--- config.mk ---
export PLATFORM = sky130hd
export DESIGN_NAME = idex_latch
export DESIGN_NICKNAME = d
export VERILOG_FILES = /design/src/rtl/idex_latch.sv
export SDC_FILE = /design/constraint.sdc
export NUM_CORES = 1
export LEC_CHECK = 0
export BUFFER_PORTS_ARGS = -buffer_cell sky130_fd_sc_hd__buf_2
export CORE_AREA = 2 2 136 138
export CTS_CLUSTER_DIAMETER = 50
export DETAILED_ROUTE_END_ITERATION = 6
export DIE_AREA = 0 0 138 140
export GPL_TIMING_DRIVEN = 0
export PLACE_DENSITY_LB_ADDON = 0.3
export SETUP_SLACK_MARGIN = 0.5
export SLEW_MARGIN = 20
export SYNTH_ARGS = -nofsm -noshare
export SYNTH_HDL_FRONTEND = slang
export SYNTH_SLANG_ARGS = --single-unit
--- constraint.sdc ---
create_clock -name CLK -period 12.85 [get_ports CLK]
set_input_delay 1.9275 -clock CLK [delete_from_list [all_inputs] [get_ports CLK]]
set_output_delay 1.9275 -clock CLK [all_outputs]
set_load 0.01 [all_outputs]
--- src/rtl/idex_latch.sv ---
// ID/EX pipeline register: freeze on dmem_wait, bubble on hazard/flush, sticky halt.
// Optional bubble counter enabled by IDEX_BUBBLE_CNT_EN.
module idex_latch #(
  parameter int unsigned CNT_W = 16
) (
  input  logic        CLK,
  input  logic        RST,
  input  logic        ihit,
  input  logic        dmem_wait,
  input  logic        hazard,
  input  logic        flush,
  input  logic [31:0] id_instr,
  input  logic [31:0] id_npc,
  input  logic [31:0] id_rdat1,
  input  logic [31:0] id_rdat2,
  input  logic [31:0] id_imm,
  input  logic [4:0]  id_wsel,
  input  logic        id_RegWEN,
  input  logic        id_dREN,
  input  logic        id_dWEN,
  input  logic [3:0]  id_aluop,
  input  logic        id_alusrc,
  input  logic        id_halt,
  output logic [31:0] ex_instr,
  output logic [31:0] ex_npc,
  output logic [31:0] ex_rdat1,
  output logic [31:0] ex_rdat2,
  output logic [31:0] ex_imm,
  output logic [4:0]  ex_wsel,
  output logic        ex_RegWEN,
  output logic        ex_dREN,
  output logic        ex_dWEN,
  output logic [3:0]  ex_aluop,
  output logic        ex_alusrc,
  output logic        ex_halt,
  output logic        ex_valid
`ifdef IDEX_BUBBLE_CNT_EN
  ,
  output logic [CNT_W-1:0] bubble_cnt
`endif
);

  logic [31:0] r_instr, r_npc, r_rdat1, r_rdat2, r_imm;
  logic [31:0] w_instr, w_npc, w_rdat1, w_rdat2, w_imm;
  logic [4:0]  r_wsel, w_wsel;
  logic [3:0]  r_aluop, w_aluop;
  logic        r_regwen, r_dren, r_dwen, r_alusrc, r_halt, r_valid;
  logic        w_regwen, w_dren, w_dwen, w_alusrc, w_halt, w_valid;
  logic        w_hold, w_bubble, w_load;

  // A halted stage behaves exactly like a permanent freeze.
  assign w_hold   = dmem_wait | r_halt | ~ihit;
  assign w_bubble = ~w_hold & (flush | hazard);
  assign w_load   = ~w_hold & ~flush & ~hazard;

  always_comb begin
    w_instr  = r_instr;
    w_npc    = r_npc;
    w_rdat1  = r_rdat1;
    w_rdat2  = r_rdat2;
    w_imm    = r_imm;
    w_wsel   = r_wsel;
    w_regwen = r_regwen;
    w_dren   = r_dren;
    w_dwen   = r_dwen;
    w_aluop  = r_aluop;
    w_alusrc = r_alusrc;
    w_halt   = r_halt;
    w_valid  = r_valid;
    if (w_bubble) begin
      w_instr  = 32'd0;
      w_npc    = 32'd0;
      w_rdat1  = 32'd0;
      w_rdat2  = 32'd0;
      w_imm    = 32'd0;
      w_wsel   = 5'd0;
      w_regwen = 1'b0;
      w_dren   = 1'b0;
      w_dwen   = 1'b0;
      w_aluop  = 4'd0;
      w_alusrc = 1'b0;
      w_halt   = 1'b0;
      w_valid  = 1'b0;
    end else if (w_load) begin
      w_instr  = id_instr;
      w_npc    = id_npc;
      w_rdat1  = id_rdat1;
      w_rdat2  = id_rdat2;
      w_imm    = id_imm;
      w_wsel   = id_wsel;
      w_regwen = id_RegWEN;
      w_dren   = id_dREN;
      w_dwen   = id_dWEN;
      w_aluop  = id_aluop;
      w_alusrc = id_alusrc;
      w_halt   = id_halt;
      w_valid  = 1'b1;
    end
  end

  always_ff @(posedge CLK or posedge RST) begin
    if (RST) begin
      r_instr  <= 32'd0;
      r_npc    <= 32'd0;
      r_rdat1  <= 32'd0;
      r_rdat2  <= 32'd0;
      r_imm    <= 32'd0;
      r_wsel   <= 5'd0;
      r_regwen <= 1'b0;
      r_dren   <= 1'b0;
      r_dwen   <= 1'b0;
      r_aluop  <= 4'd0;
      r_alusrc <= 1'b0;
      r_halt   <= 1'b0;
      r_valid  <= 1'b0;
    end else begin
      r_instr  <= w_instr;
      r_npc    <= w_npc;
      r_rdat1  <= w_rdat1;
      r_rdat2  <= w_rdat2;
      r_imm    <= w_imm;
      r_wsel   <= w_wsel;
      r_regwen <= w_regwen;
      r_dren   <= w_dren;
      r_dwen   <= w_dwen;
      r_aluop  <= w_aluop;
      r_alusrc <= w_alusrc;
      r_halt   <= w_halt;
      r_valid  <= w_valid;
    end
  end

  assign ex_instr  = r_instr;
  assign ex_npc    = r_npc;
  assign ex_rdat1  = r_rdat1;
  assign ex_rdat2  = r_rdat2;
  assign ex_imm    = r_imm;
  assign ex_wsel   = r_wsel;
  assign ex_RegWEN = r_regwen;
  assign ex_dREN   = r_dren;
  assign ex_dWEN   = r_dwen;
  assign ex_aluop  = r_aluop;
  assign ex_alusrc = r_alusrc;
  assign ex_halt   = r_halt;
  assign ex_valid  = r_valid;

`ifdef IDEX_BUBBLE_CNT_EN
  logic [CNT_W-1:0] r_cnt, w_cnt;

  // Saturating count of inserted bubbles.
  always_comb begin
    w_cnt = r_cnt;
    if (w_bubble && (r_cnt != {CNT_W{1'b1}})) w_cnt = r_cnt + CNT_W'(1);
  end

  always_ff @(posedge CLK or posedge RST) begin
    if (RST) r_cnt <= '0;
    else     r_cnt <= w_cnt;
  end

  assign bubble_cnt = r_cnt;
`else
  logic w_unused_cnt_w;
  assign w_unused_cnt_w = (CNT_W == 0);
`endif

endmodule
## Word level (Yosys, flattened, before mapping)

Cells that the tools add are included.

| operators by class | value |
|---|---|
| $add $sub $neg | 0 |
| multipliers | 0 |
| div/mod/pow operators | 0 |
| $lt $le $gt $ge | 0 |
| equal/unequal tests | 0 |
| shifts and indexed selects | 0 |
| muxes and demuxes | 26 |
| bitwise gates (word level) | 10 |
| reductions and logical operators | 1 |

Operators with widths:

| cell | count |
|---|---|
| two-way mux 32 bit | 10 |
| two-way mux 1 bit | 12 |
| two-way mux 5 bit | 2 |
| two-way mux 4 bit | 2 |
| NOT 1 bit | 4 |
| AND 1 bit | 3 |
| bitwise OR 1 bit | 3 |
| nonzero test 2 bit | 1 |

| word-level totals | value |
|---|---|
| register bits | 175 |
| latch bits | 0 |
| memory bits (writable) | 0 |
| memory bits (read-only) | 0 |
| bits of input ports | 180 |
| memories | 0 |

## Longest topological paths before layout

Gate-level depths: netlist of run 1.

| logic depth | value |
|---|---|
| depth in word-level cells | 7 |
| mapped depth | 4 |
| gate-level depth less buffers | 2 |

## Worst setup path after synthesis of run 1

OpenSTA, ideal clock, no wires.

| path | value |
|---|---|
| path kind | input-to-reg |
| from | input dmem_wait |
| to | register r_regwen, in the netlist ex_RegWEN |
| data arrival time | 2850 ps |
| data required time | 12725 ps |
| setup slack | 9876 ps |
| cell stages on the path | 4 |
| path buffers | 2 |
| cells stage by stage | nor3b_2 -> buf_2 -> buf_4 -> mux2_2 |

| between the ends | value |
|---|---|
| longest elaborated chain between the ends | 6 |

RTL lines:

| item | RTL line | source |
|---|---|---|
| from (decl) | 9 | `input logic dmem_wait,` |
| bitwise OR 1 bit (*) (2 in series) | 52 | `assign w_hold = dmem_wait \| r_halt \| ~ihit;` |
| NOT 1 bit (*) | 53, 54 |  |
| AND 1 bit (2 in series) | 54 | `assign w_load = ~w_hold & ~flush & ~hazard;` |
| nonzero test 2 bit (no source line) | - |  |
| to (signal assigned) | 123 | `r_regwen <= w_regwen;` |
| to (decl) | 47 | `logic r_regwen, r_dren, r_dwen, r_alusrc, r_halt, r_valid;` |

Mark *: on every way between the ends. The rest lies on a longest branch, timed or not.
A chain may end at the register's enable or synchronous reset.

## Final worst setup path of run 1

| path | value |
|---|---|
| from | input dmem_wait |
| to | register r_npc[19], in the netlist ex_npc[19] |

| between the ends | value |
|---|---|
| longest elaborated chain between the ends | 6 |

RTL lines:

| item | RTL line | source |
|---|---|---|
| bitwise OR 1 bit (*) (2 in series) | 52 |  |
| NOT 1 bit (*) | 53, 54 |  |
| AND 1 bit (2 in series) | 54 |  |
| nonzero test 2 bit (no source line) | - |  |
| to (signal assigned) | 118 | `r_npc <= w_npc;` |
| to (decl) | 43 | `logic [31:0] r_instr, r_npc, r_rdat1, r_rdat2, r_imm;` |

Marks and branches as above.

==> results of run 1 <==
## power by group
| group | switching (W) | total (W) | internal (W) |
|---|---|---|---|
| registers | 0.0000559 | 0.000725 | 0.000669 |
| clock network | 0.000218 | 0.000552 | 0.000333 |
| logic | 0.000209 | 0.000427 | 0.000218 |
## registers in the layout (all words and copies together) (netlist names)
register,flops
ex_alusrc,1
ex_rdat1,32
ex_rdat2,32
ex_npc,32
ex_dREN,1
ex_halt,1
ex_valid,1
ex_imm,32
ex_RegWEN,1
ex_instr,32
ex_aluop,4
ex_dWEN,1
ex_wsel,5
## area by class of cell
cell class | count | share of cell area
Antenna cell | 4 | 0.000935
Timing Repair Buffer | 354 | 0.170
Buffer | 57 | 0.0273
Clock buffer | 20 | 0.0417
Inverter | 1 | 0.00105
Sequential cell | 175 | 0.409
Clock inverter | 12 | 0.0169
Tap cell | 229 | 0.0268
Multi-Input combinational cell | 350 | 0.307
## kinds of logic after synthesis
kind of cell,Yosys count,synth area share
DFF,175,0.550
muxes,174,0.246
and+or+nand+nor,175,0.165
buffers and inverters,58,0.0373
AOI/OAI and AO/OA,1,0.00110
## path summary, 6_finish.rpt
check	startpoint	to	slack [ps]	cells after the start
max	dmem_wait	ex_npc[19]$_DFFE_PP0P_	9900	5
min	ex_imm[13]$_DFFE_PP0P_	ex_imm[13]$_DFFE_PP0P_	480	1
max reg2reg	ex_halt$_DFFE_PP0P_	ex_npc[19]$_DFFE_PP0P_	11060	4
min reg2reg	ex_imm[13]$_DFFE_PP0P_	ex_imm[13]$_DFFE_PP0P_	480	1
max in group asynchronous	RST	ex_instr[6]$_DFFE_PP0P_	10350	4
min in group asynchronous	RST	ex_imm[20]$_DFFE_PP0P_	1500	2
## critical path: cells and delay by family
family	cells	cell delay [ps]
buffers and inverters	3	690
muxes	1	360
and+or+nand+nor	1	270
## synth_stat cells
| cell type | number |
|---|---|
| buf_1 | 6 |
| mux2_2 | 150 |
| dfrtp_1 | 175 |
| buf_4 | 16 |
| a31o_2 | 1 |
| nor2_1 | 1 |
| buf_2 | 15 |
| nor3b_1 | 173 |
| nor3b_2 | 1 |
| mux2_1 | 24 |
| clkbuf_1 | 20 |
| inv_1 | 1 |
## metrics by stage
step	setup slack [ps]	instance area, um2	total power, W	util	instances
detailed placement	9420	10100	0.00117	0.566	1166
floorplan	6180	7960	0.000966	-	583
global route	9830	10700	0.00179	0.602	1202
global placement	4000	10000	0.00115	0.563	1164
CTS	9870	10700	0.00173	0.602	1198
finish	9900	10700	0.00170	0.602	1202
## per-layer routing
| layer | share of wire | routed length, um |
|---|---|---|
| met3 | 0.057 | 1180 |
| met1 | 0.40 | 8430 |
| met2 | 0.52 | 10800 |
| met5 | 0 | 0 |
| met4 | 0.025 | 533 |
==> impl_metrics.tcl, run 1 <==
set metrics [dict create \
    status "finished, final reports clean" \
    synth_cell_types 12 \
    insertion_delay_ps 420 \
    syn_avg_cell_area_um2 13.7 \
    antenna_found_initial 4 \
    htreeDepth 4 \
    grt_pass1_wl_um 33500 \
    leakagePower_nw 5.58 \
    syn_inst 583 \
    globalplace.congestion 0.789 \
    cp_cell_sequence "buf_2 > nor3b_2 > buf_2 > buf_4 > mux2_2" \
    final_nets 1136 \
    setup_violations 0 \
    vias 5985 \
    io_pins 355 \
    clockRootBuffer "clkbuf_16" \
    grt_start_max_net_pins 70 \
    cts_sinks 175 \
    setup_tns_ps 0 \
    dp_hpwl_um 15600 \
    area_growth_pct 34.5 \
    max-vdd-ir-drop_v 0.0000853 \
    ctsResizeCount 0 \
    rsz0062_at_grt "false" \
    hold_class "register to register" \
    seqCellArea_mm2 0.00438 \
    avgViaCountPerCell 4.98 \
    yosys.area.top_type "dfrtp_1" \
    drt_iter0_markers 213 \
    wl_per_cell_um 17.4 \
    final_common_cell "buf_2" \
    p_per_area_mw_per_mm2 159 \
    ys_seq_area_frac 0.550 \
    core_mm2 0.0178 \
    hold_slack_ps 481 \
    syn_area_mm2 0.00796 \
    tritoncts "built" \
    cts_buffer_depth 2 \
    slew_headroom 0.691 \
    grt_usage 0.217 \
    synth_warnings 0 \
    hold_viol 0 \
    gr-total-overflow 0 \
    port_buffers 352 \
    cp.arrival_ps 3260 \
    multiInputGateArea_mm2 0.00328 \
    clkSlewWorstSetupHoldPaths_ps 60 \
    cts_setup_buffers 0 \
    worst_pin_slew_ps 463 \
    syn-num-nets 763 \
    cp-start-kind "primary input" \
    drive_gt1_frac 0.586 \
    rows 49 \
    dieArea_mm2 0.0193 \
    max_freq_ghz 0.338 \
    busiest_layer "met2" \
    max_cap_violations 0 \
    drt_first_pass_iters 4 \
    slowest_delay_ps 360 \
    cp-end-kind "register" \
    grt_pass1_vias 6198 \
    synth_area_leaders "dfrtp_1, mux2_2, nor3b_1" \
    cts-hold-fix-buffers 0 \
    finalWirelength_um 20900 \
    required_ps 13150 \
    ant_nets 0 \
    cp_max_fo 10 \
    drc 0 \
    critPathSlowestCell "mux2_2" \
    grt_util_met2 0.372 \
    cpMostUsedCell "buf_2" \
    synth_top_area_frac 0.550 \
    fin_crit_sh 0.230 \
    report.final.slew_viol_count 0 \
    n_fill_cell 1492 \
    min_period_ps 2950 \
    fin_skew_ps 9.17 \
    numCtsBuffers 17 \
    met1_usage 0.261 \
    layout_common_cells "buf_2, dfrtp_1, nor3b_1" \
    synth_seq_cells 175 \
    met3_usage 0.0557 \
    critPathKind "primary input to register" \
    die_h_um 140 \
    start_util 0.448 \
    die_w_um 138 \
]
Note: power is estimated with default switching activity, not from simulation.
==> inputs of run 2 (changes only) <==
--- a/config.mk
+++ b/config.mk
@@ -6,10 +6,10 @@
 export NUM_CORES = 1
 export LEC_CHECK = 0
 export BUFFER_PORTS_ARGS = -buffer_cell sky130_fd_sc_hd__buf_2
-export CORE_AREA = 2 2 136 138
+export CORE_MARGIN = 2
+export CORE_UTILIZATION = 43
 export CTS_CLUSTER_DIAMETER = 50
 export DETAILED_ROUTE_END_ITERATION = 6
-export DIE_AREA = 0 0 138 140
 export GPL_TIMING_DRIVEN = 0
 export PLACE_DENSITY_LB_ADDON = 0.3
 export SETUP_SLACK_MARGIN = 0.5
==> constraint.sdc (replaced) <==
create_clock -name CLK -period 2.5 [get_ports CLK]
set_input_delay 0.375 -clock CLK [delete_from_list [all_inputs] [get_ports CLK]]
set_output_delay 0.375 -clock CLK [all_outputs]
set_load 0.01 [all_outputs]
==> run 2 against run 1 <==
The flow now finishes with violations (DRC); critical path depth decreased by 1; register-to-register slack got worse by 10000 ps; clock power increased to 4.7 times the previous value; first-iteration DRC count increased by 16%; hold slack got worse by 280 ps; setup slack got worse by 9200 ps; non-clock buffer count increased by 5; sequential cell count unchanged; clock skew increased by 5.3 ps; sequential power increased to 5.1 times the previous value; critical endpoint is now ex_instr[30]$_DFFE_PP0P_.
==> impl_metrics.tcl, run 2 (same netlist as run 1, synthesis figures left out) <==
set metrics [dict create \
    insertion_delay_ps 420 \
    p_total_w 0.00853 \
    final_nets 1141 \
    critPathBufInv 2 \
    cts_sinks 175 \
    post-route-util 0.593 \
    die_h_um 140 \
    numCtsBuffers 17 \
    max_freq_ghz 0.551 \
    clkSlewWorstSetupHoldPaths_ps 70 \
    grt_pass1_wl_um 33900 \
    slowest_delay_ps 420 \
    min_period_ps 1820 \
    startpoint "ex_halt$_DFFE_PP0P_" \
    max-vdd-ir-drop_v 0.000525 \
    r2r_end "ex_instr[30]$_DFFE_PP0P_" \
    grt_usage 0.220 \
    dieArea_mm2 0.0196 \
    cts_buffer_depth 2 \
    critPathSlowestCell "dfrtp_1" \
    die_w_um 140 \
    cp_top_family "buffers and inverters" \
    io_pins 355 \
    wl_per_cell_um 17.9 \
    hold_class "primary input to register" \
    hold_viol 0 \
    fin_crit_sh 0.726 \
    crit_end "ex_instr[30]$_DFFE_PP0P_" \
    drive_gt1_frac 0.588 \
    avgViaCountPerCell 5.04 \
    start_util 0.440 \
    layout_common_cells "buf_2, dfrtp_1, nor3b_1" \
    drc 18 \
    dp_hpwl_um 16000 \
    setup_violations 0 \
    r2r_setup_slack_ps 680 \
    max_cap_violations 0 \
    antenna_found_initial 1 \
    status "complete, but fails checks" \
    grt_pass1_vias 6150 \
    report.final.slew_viol_count 0 \
    cp_max_fo 10 \
    fin_skew_ps 14.5 \
    rsz0062_at_grt "false" \
    vias 6063 \
    drt_iter0_markers 248 \
    required_ps 2800 \
    clockRootBuffer "clkbuf_16" \
    hold_slack_ps 198 \
    finalWirelength_um 21500 \
    path_depth 4 \
    hold_start "id_halt" \
    worst_pin_slew_ps 667 \
    cp.arrival_ps 2120 \
    tritoncts "built" \
    violations "DRC" \
    cp_cell_sequence "nor3b_2 > buf_2 > buf_4 > mux2_2" \
    ctsResizeCount 0 \
    core_mm2 0.0181 \
    critPathKind "register to register" \
    area_growth_pct 34.7 \
    reg2reg_depth 4 \
    leakagePower_nw 5.58 \
    ant_nets 0 \
    globalplace.congestion 0.850 \
    rr_startpoint "ex_halt$_DFFE_PP0P_" \
    cp-start-kind "register" \
    slew_headroom 0.555 \
    n_fill_cell 1524 \
    final_common_cell "buf_2" \
    cp-end-kind "register" \
    p_per_area_mw_per_mm2 795 \
    drt_first_pass_iters 7 \
    gr-total-overflow 0 \
    rows 49 \
    port_buffers 352 \
    htreeDepth 4 \
    grt_start_max_net_pins 34 \
]
-- run 2: cell types whose count changed in the layout (fill, tap and decap cells not counted), sizes merged --
cell,delta
buf,+4
clkinvlp,+2
clkbuf,-1
diode,-3
clkinv,+1
dlygate4sd3,+1
bufinv,-3
-- run 2: area by class of cell --
| type | count | area [um2] | share of cell area |
|---|---|---|---|
| Sequential cell | 175 | 4380 | 0.408 |
| Multi-Input combinational cell | 350 | 3280 | 0.306 |
| Timing Repair Buffer | 359 | 1900 | 0.177 |
| Clock buffer | 19 | 443 | 0.0413 |
| Buffer | 57 | 293 | 0.0273 |
| Tap cell | 229 | 287 | 0.0267 |
| Clock inverter | 12 | 126 | 0.0118 |
| Inverter | 1 | 7.51 | 0.000700 |
| Antenna cell | 1 | 2.50 | 0.000233 |
-- run 2: worst min path at each step --
| stage | endpoint | slack (ps) | cells after the start |
|---|---|---|---|
| 2_1_floorplan | ex_halt$_DFFE_PP0P_ | 530 | 1 |
| 3_3_place_gp | ex_rdat2[16]$_DFFE_PP0P_ | 460 | 1 |
| 3_5_place_dp | ex_imm[2]$_DFFE_PP0P_ | 310 | 2 |
| 4_1_cts | ex_halt$_DFFE_PP0P_ | 180 | 2 |
| 5_1_grt | ex_halt$_DFFE_PP0P_ | 170 | 2 |
| 6_report | ex_halt$_DFFE_PP0P_ | 200 | 2 |
-- run 2: report_power, final --
part	switching (W)	internal [W]	total [W]	leakage, nW
Sequential	0.000285	0.00344	0.00372	2.35
Combinational	0.00108	0.00113	0.00221	2.95
Clock	0.00117	0.00142	0.00259	0.273
Total	0.00254	0.00599	0.00853	5.58
-- run 2: timing repair --
item                                   CTS  global route
endpoints found under the hold margin    4             0
hold buffers                             1             0
buffers inserted                         0             0
-- run 2: routing by layer --
layer | up-vias | GRT usage | wire length [um]
li1 | 2835 | - | -
met1 | 2994 | 0.272 | 8950
met2 | 196 | 0.376 | 10800
met3 | 38 | 0.0496 | 1140
met4 | 0 | 0.0872 | 587
met5 | - | 0 | 0
-- run 2: through the flow --
step / setup WS [ps] / cells / cell area [um2] / setup TNS, ps
after CTS: 614 / 1202 / 10700 / 0
after detailed placement: 567 / 1170 / 10100 / 0
final: 684 / 1203 / 10700 / 0
after floorplan: -114 / 583 / 7960 / -19890
after global routing: 568 / 1203 / 10700 / 0
after global placement: -1310 / 1164 / 10000 / -225360
==> inputs of run 3 (changes only) <==
--- a/config.mk
+++ b/config.mk
@@ -5,11 +5,12 @@
 export SDC_FILE = /design/constraint.sdc
 export NUM_CORES = 1
 export LEC_CHECK = 0
+export ABC_AREA = 1
 export BUFFER_PORTS_ARGS = -buffer_cell sky130_fd_sc_hd__buf_2
-export CORE_MARGIN = 2
-export CORE_UTILIZATION = 43
+export CORE_AREA = 2 2 138 140
 export CTS_CLUSTER_DIAMETER = 50
 export DETAILED_ROUTE_END_ITERATION = 6
+export DIE_AREA = 0 0 140 142
 export GPL_TIMING_DRIVEN = 0
 export PLACE_DENSITY_LB_ADDON = 0.3
 export SETUP_SLACK_MARGIN = 0.5
==> constraint.sdc (replaced) <==
create_clock -name CLK -period 1.6 [get_ports CLK]
set_input_delay 0.24 -clock CLK [delete_from_list [all_inputs] [get_ports CLK]]
set_output_delay 0.24 -clock CLK [all_outputs]
set_load 0.01 [all_outputs]
==> run 3 against run 2 <==
Fmax grew 41%; total power increased by 7.4%; first-iteration DRC count increased by 55%; utilization up 0.96 points; wire length up 15%; the flow finishes with violations (DRC, hold timing); critical endpoint is now ex_rdat1[0]$_DFFE_PP0P_; critical path depth increased by 2.
==> impl_metrics.tcl, run 3 <==
set metrics [dict create \
    cp_cell_sequence "nor2_4 > nand2_2 > buf_6 > buf_6 > nand2_1 > nand2_1" \
    clkSlewWorstSetupHoldPaths_ps 70 \
    insertion_delay_ps 420 \
    ant_nets 0 \
    cp-end-kind "register" \
    cp-start-kind "register" \
    synth_area_leaders "dfrtp_1, nand2_1, nand4_1" \
    globalplace.congestion 0.849 \
    port_buffers 353 \
    yosys.area.top_type "dfrtp_1" \
    grt_pass1_wl_um 37300 \
    synth_cell_types 11 \
    ys.flop_type "dfrtp_1" \
    cp_top_family "flip-flops" \
    seq_power_share 0.495 \
    required_ps 1900 \
    dieArea_mm2 0.0199 \
    vias 7519 \
    met1_usage 0.309 \
    internal_power_w 0.00688 \
    report.final.slew_viol_count 0 \
    fin_skew_ps 9.63 \
    finalWirelength_um 24700 \
    synth_seq_cells 175 \
    grt_pass1_vias 6990 \
    ys_seq_area_frac 0.608 \
    cts_sinks 175 \
    max_freq_ghz 0.778 \
    dp.cells 1374 \
    switching_share 0.248 \
    p_total_w 0.00915 \
    violations "DRC, hold timing" \
    numCtsBuffers 17 \
    wl_per_cell_um 16.5 \
    avgViaCountPerCell 5.03 \
    critPathSlowestCell "dfrtp_1" \
    cts_buffer_depth 2 \
    layout_common_cells "nand2_1, buf_2, dfrtp_1" \
    syn_area_mm2 0.00721 \
    drt_first_pass_iters 7 \
    die_h_um 142 \
    area_growth_pct 54.2 \
    rsz0062_at_grt "true" \
    core_mm2 0.0185 \
    busiest_layer "met2" \
    synth_top_area_frac 0.608 \
    clkPwrFrac 0.418 \
    slowest_delay_ps 420 \
    io_pins 355 \
    tritoncts "built" \
    cp.arrival_ps 1580 \
    synthTopCellsByCount "nand2_1, dfrtp_1, nand4_1" \
    min_period_ps 1290 \
    slew_headroom 0.724 \
    ys_async_sr_fraction 1.00 \
    clockRootBuffer "clkbuf_16" \
    start_util 0.391 \
    syn_avg_cell_area_um2 9.23 \
    critPathKind "register to register" \
    rows 50 \
    hold_class "primary input to async pin" \
    final_nets 1430 \
    final_common_cell "nand2_1" \
    synth_edf_count 0 \
    syn_inst 781 \
    die_w_um 140 \
    dp_hpwl_um 17300 \
    hold_slack_ps -289 \
    cp_max_fo 10 \
    drt_iter0_markers 385 \
    leakagePower_nw 6.74 \
    grt_usage 0.238 \
    grt_util_met2 0.397 \
    p_per_area_mw_per_mm2 824 \
    met3_usage 0.0515 \
    drc 21 \
    yosysMostFrequentCell "nand2_1" \
    syn-num-nets 961 \
    critPathBufInv 2 \
    grt_start_max_net_pins 34 \
    hold_viol 33 \
    fin_crit_sh 0.804 \
    worst_pin_slew_ps 413 \
    setup_violations 0 \
    synth_warnings 0 \
    instances_no_fill 1496 \
    antenna_found_initial 2 \
    drive_gt1_frac 0.441 \
    max_cap_violations 0 \
    status "complete, but fails checks" \
    combPwrFrac 0.087 \
    p_switching_w 0.00227 \
    max-vdd-ir-drop_v 0.000688 \
    gr-total-overflow 0 \
    htreeDepth 4 \
]
-- run 3: cell types whose count changed after synthesis, moves of 4 or more --
cell	delta
mux2_2	-150
buf_2	+50
nand2_1	+350
nor3b_1	-173
buf_1	-4
nand4_1	+174
clkbuf_1	-17
buf_4	-9
mux2_1	-24
-- run 3: final cells by class --
type                    count  area [um2]
clock buffers              19         443
inverters                   2        11.3
fillers                  1637        7340
well taps                 234         293
diodes                      1        2.50
multi-input cells         527        2430
flip-flops and latches    175        4380
clock inverters            11        83.8
plain buffers              77         554
repair buffers            450        2920
-- run 3: worst register-to-register path, delay by kind of cell, from the launching register on --
kind / cells / cell delay, ps
buf+inv: 2 / 340
flops: 1 / 420
simple gates: 4 / 420
-- run 3: layer usage --
metal | wire length (um) | share of wire
met3 | 1490 | 0.060
met4 | 587 | 0.024
met2 | 12400 | 0.50
met1 | 10200 | 0.41
met5 | 13 | 0.00053
-- run 3: logic make-up (layout without fill, tap and decap cells) --
logic type	Yosys count	in the layout	synth area share
and+or+nand+nor	527	527	0.336
DFF	175	175	0.608
buffers and inverters	79	559	0.0561
other	0	1	0
-- run 3: through the flow --
step / instance area (um2) / hold WS [ps] / utilization / setup slack, ps / TNS [ps]
final: 11100 / -289 / 0.602 / 314 / 0
after global routing: 11100 / -292 / 0.602 / 227 / 0
after CTS: 10700 / -301 / 0.580 / 323 / 0
after detailed placement: 9530 / 160 / 0.516 / 64.4 / 0
after global placement: 9400 / 449 / 0.509 / -2040 / -354710
after floorplan: 7340 / 391 / - / -879 / -153760
-- run 3: what timing repair did --
action | in CTS | in global routing
setup buffers | 44 | 47
resized for setup | 66 | 12
setup endpoints to repair | 346 | 350
hold endpoints to repair | 33 | 33
-- run 3: worst paths after layout --
check                                         start                  endpoint  slack (ps)  depth (start not counted)
hold / removal                                  RST  ex_rdat2[20]$_DFFE_PP0P_        -290                          2
hold reg to reg            ex_instr[17]$_DFFE_PP0P_  ex_instr[17]$_DFFE_PP0P_         470                          2
setup / recovery                ex_halt$_DFFE_PP0P_   ex_rdat1[0]$_DFFE_PP0P_         310                          6
min in group CLK                       id_rdat2[17]  ex_rdat2[17]$_DFFE_PP0P_          60                          3
setup reg to reg                ex_halt$_DFFE_PP0P_   ex_rdat1[0]$_DFFE_PP0P_         310                          6
max in group asynchronous                       RST  ex_instr[13]$_DFFE_PP0P_         830                          6
-- run 3: power by group through the flow --
stage          clock [W]  sequential, W  combinational (W)
2_1_floorplan          0        0.00465           0.000245
3_3_place_gp           0        0.00461           0.000670
3_5_place_dp           0        0.00461           0.000714
4_1_cts          0.00389        0.00453           0.000764
5_1_grt          0.00409        0.00454           0.000870
6_report         0.00383        0.00454           0.000793
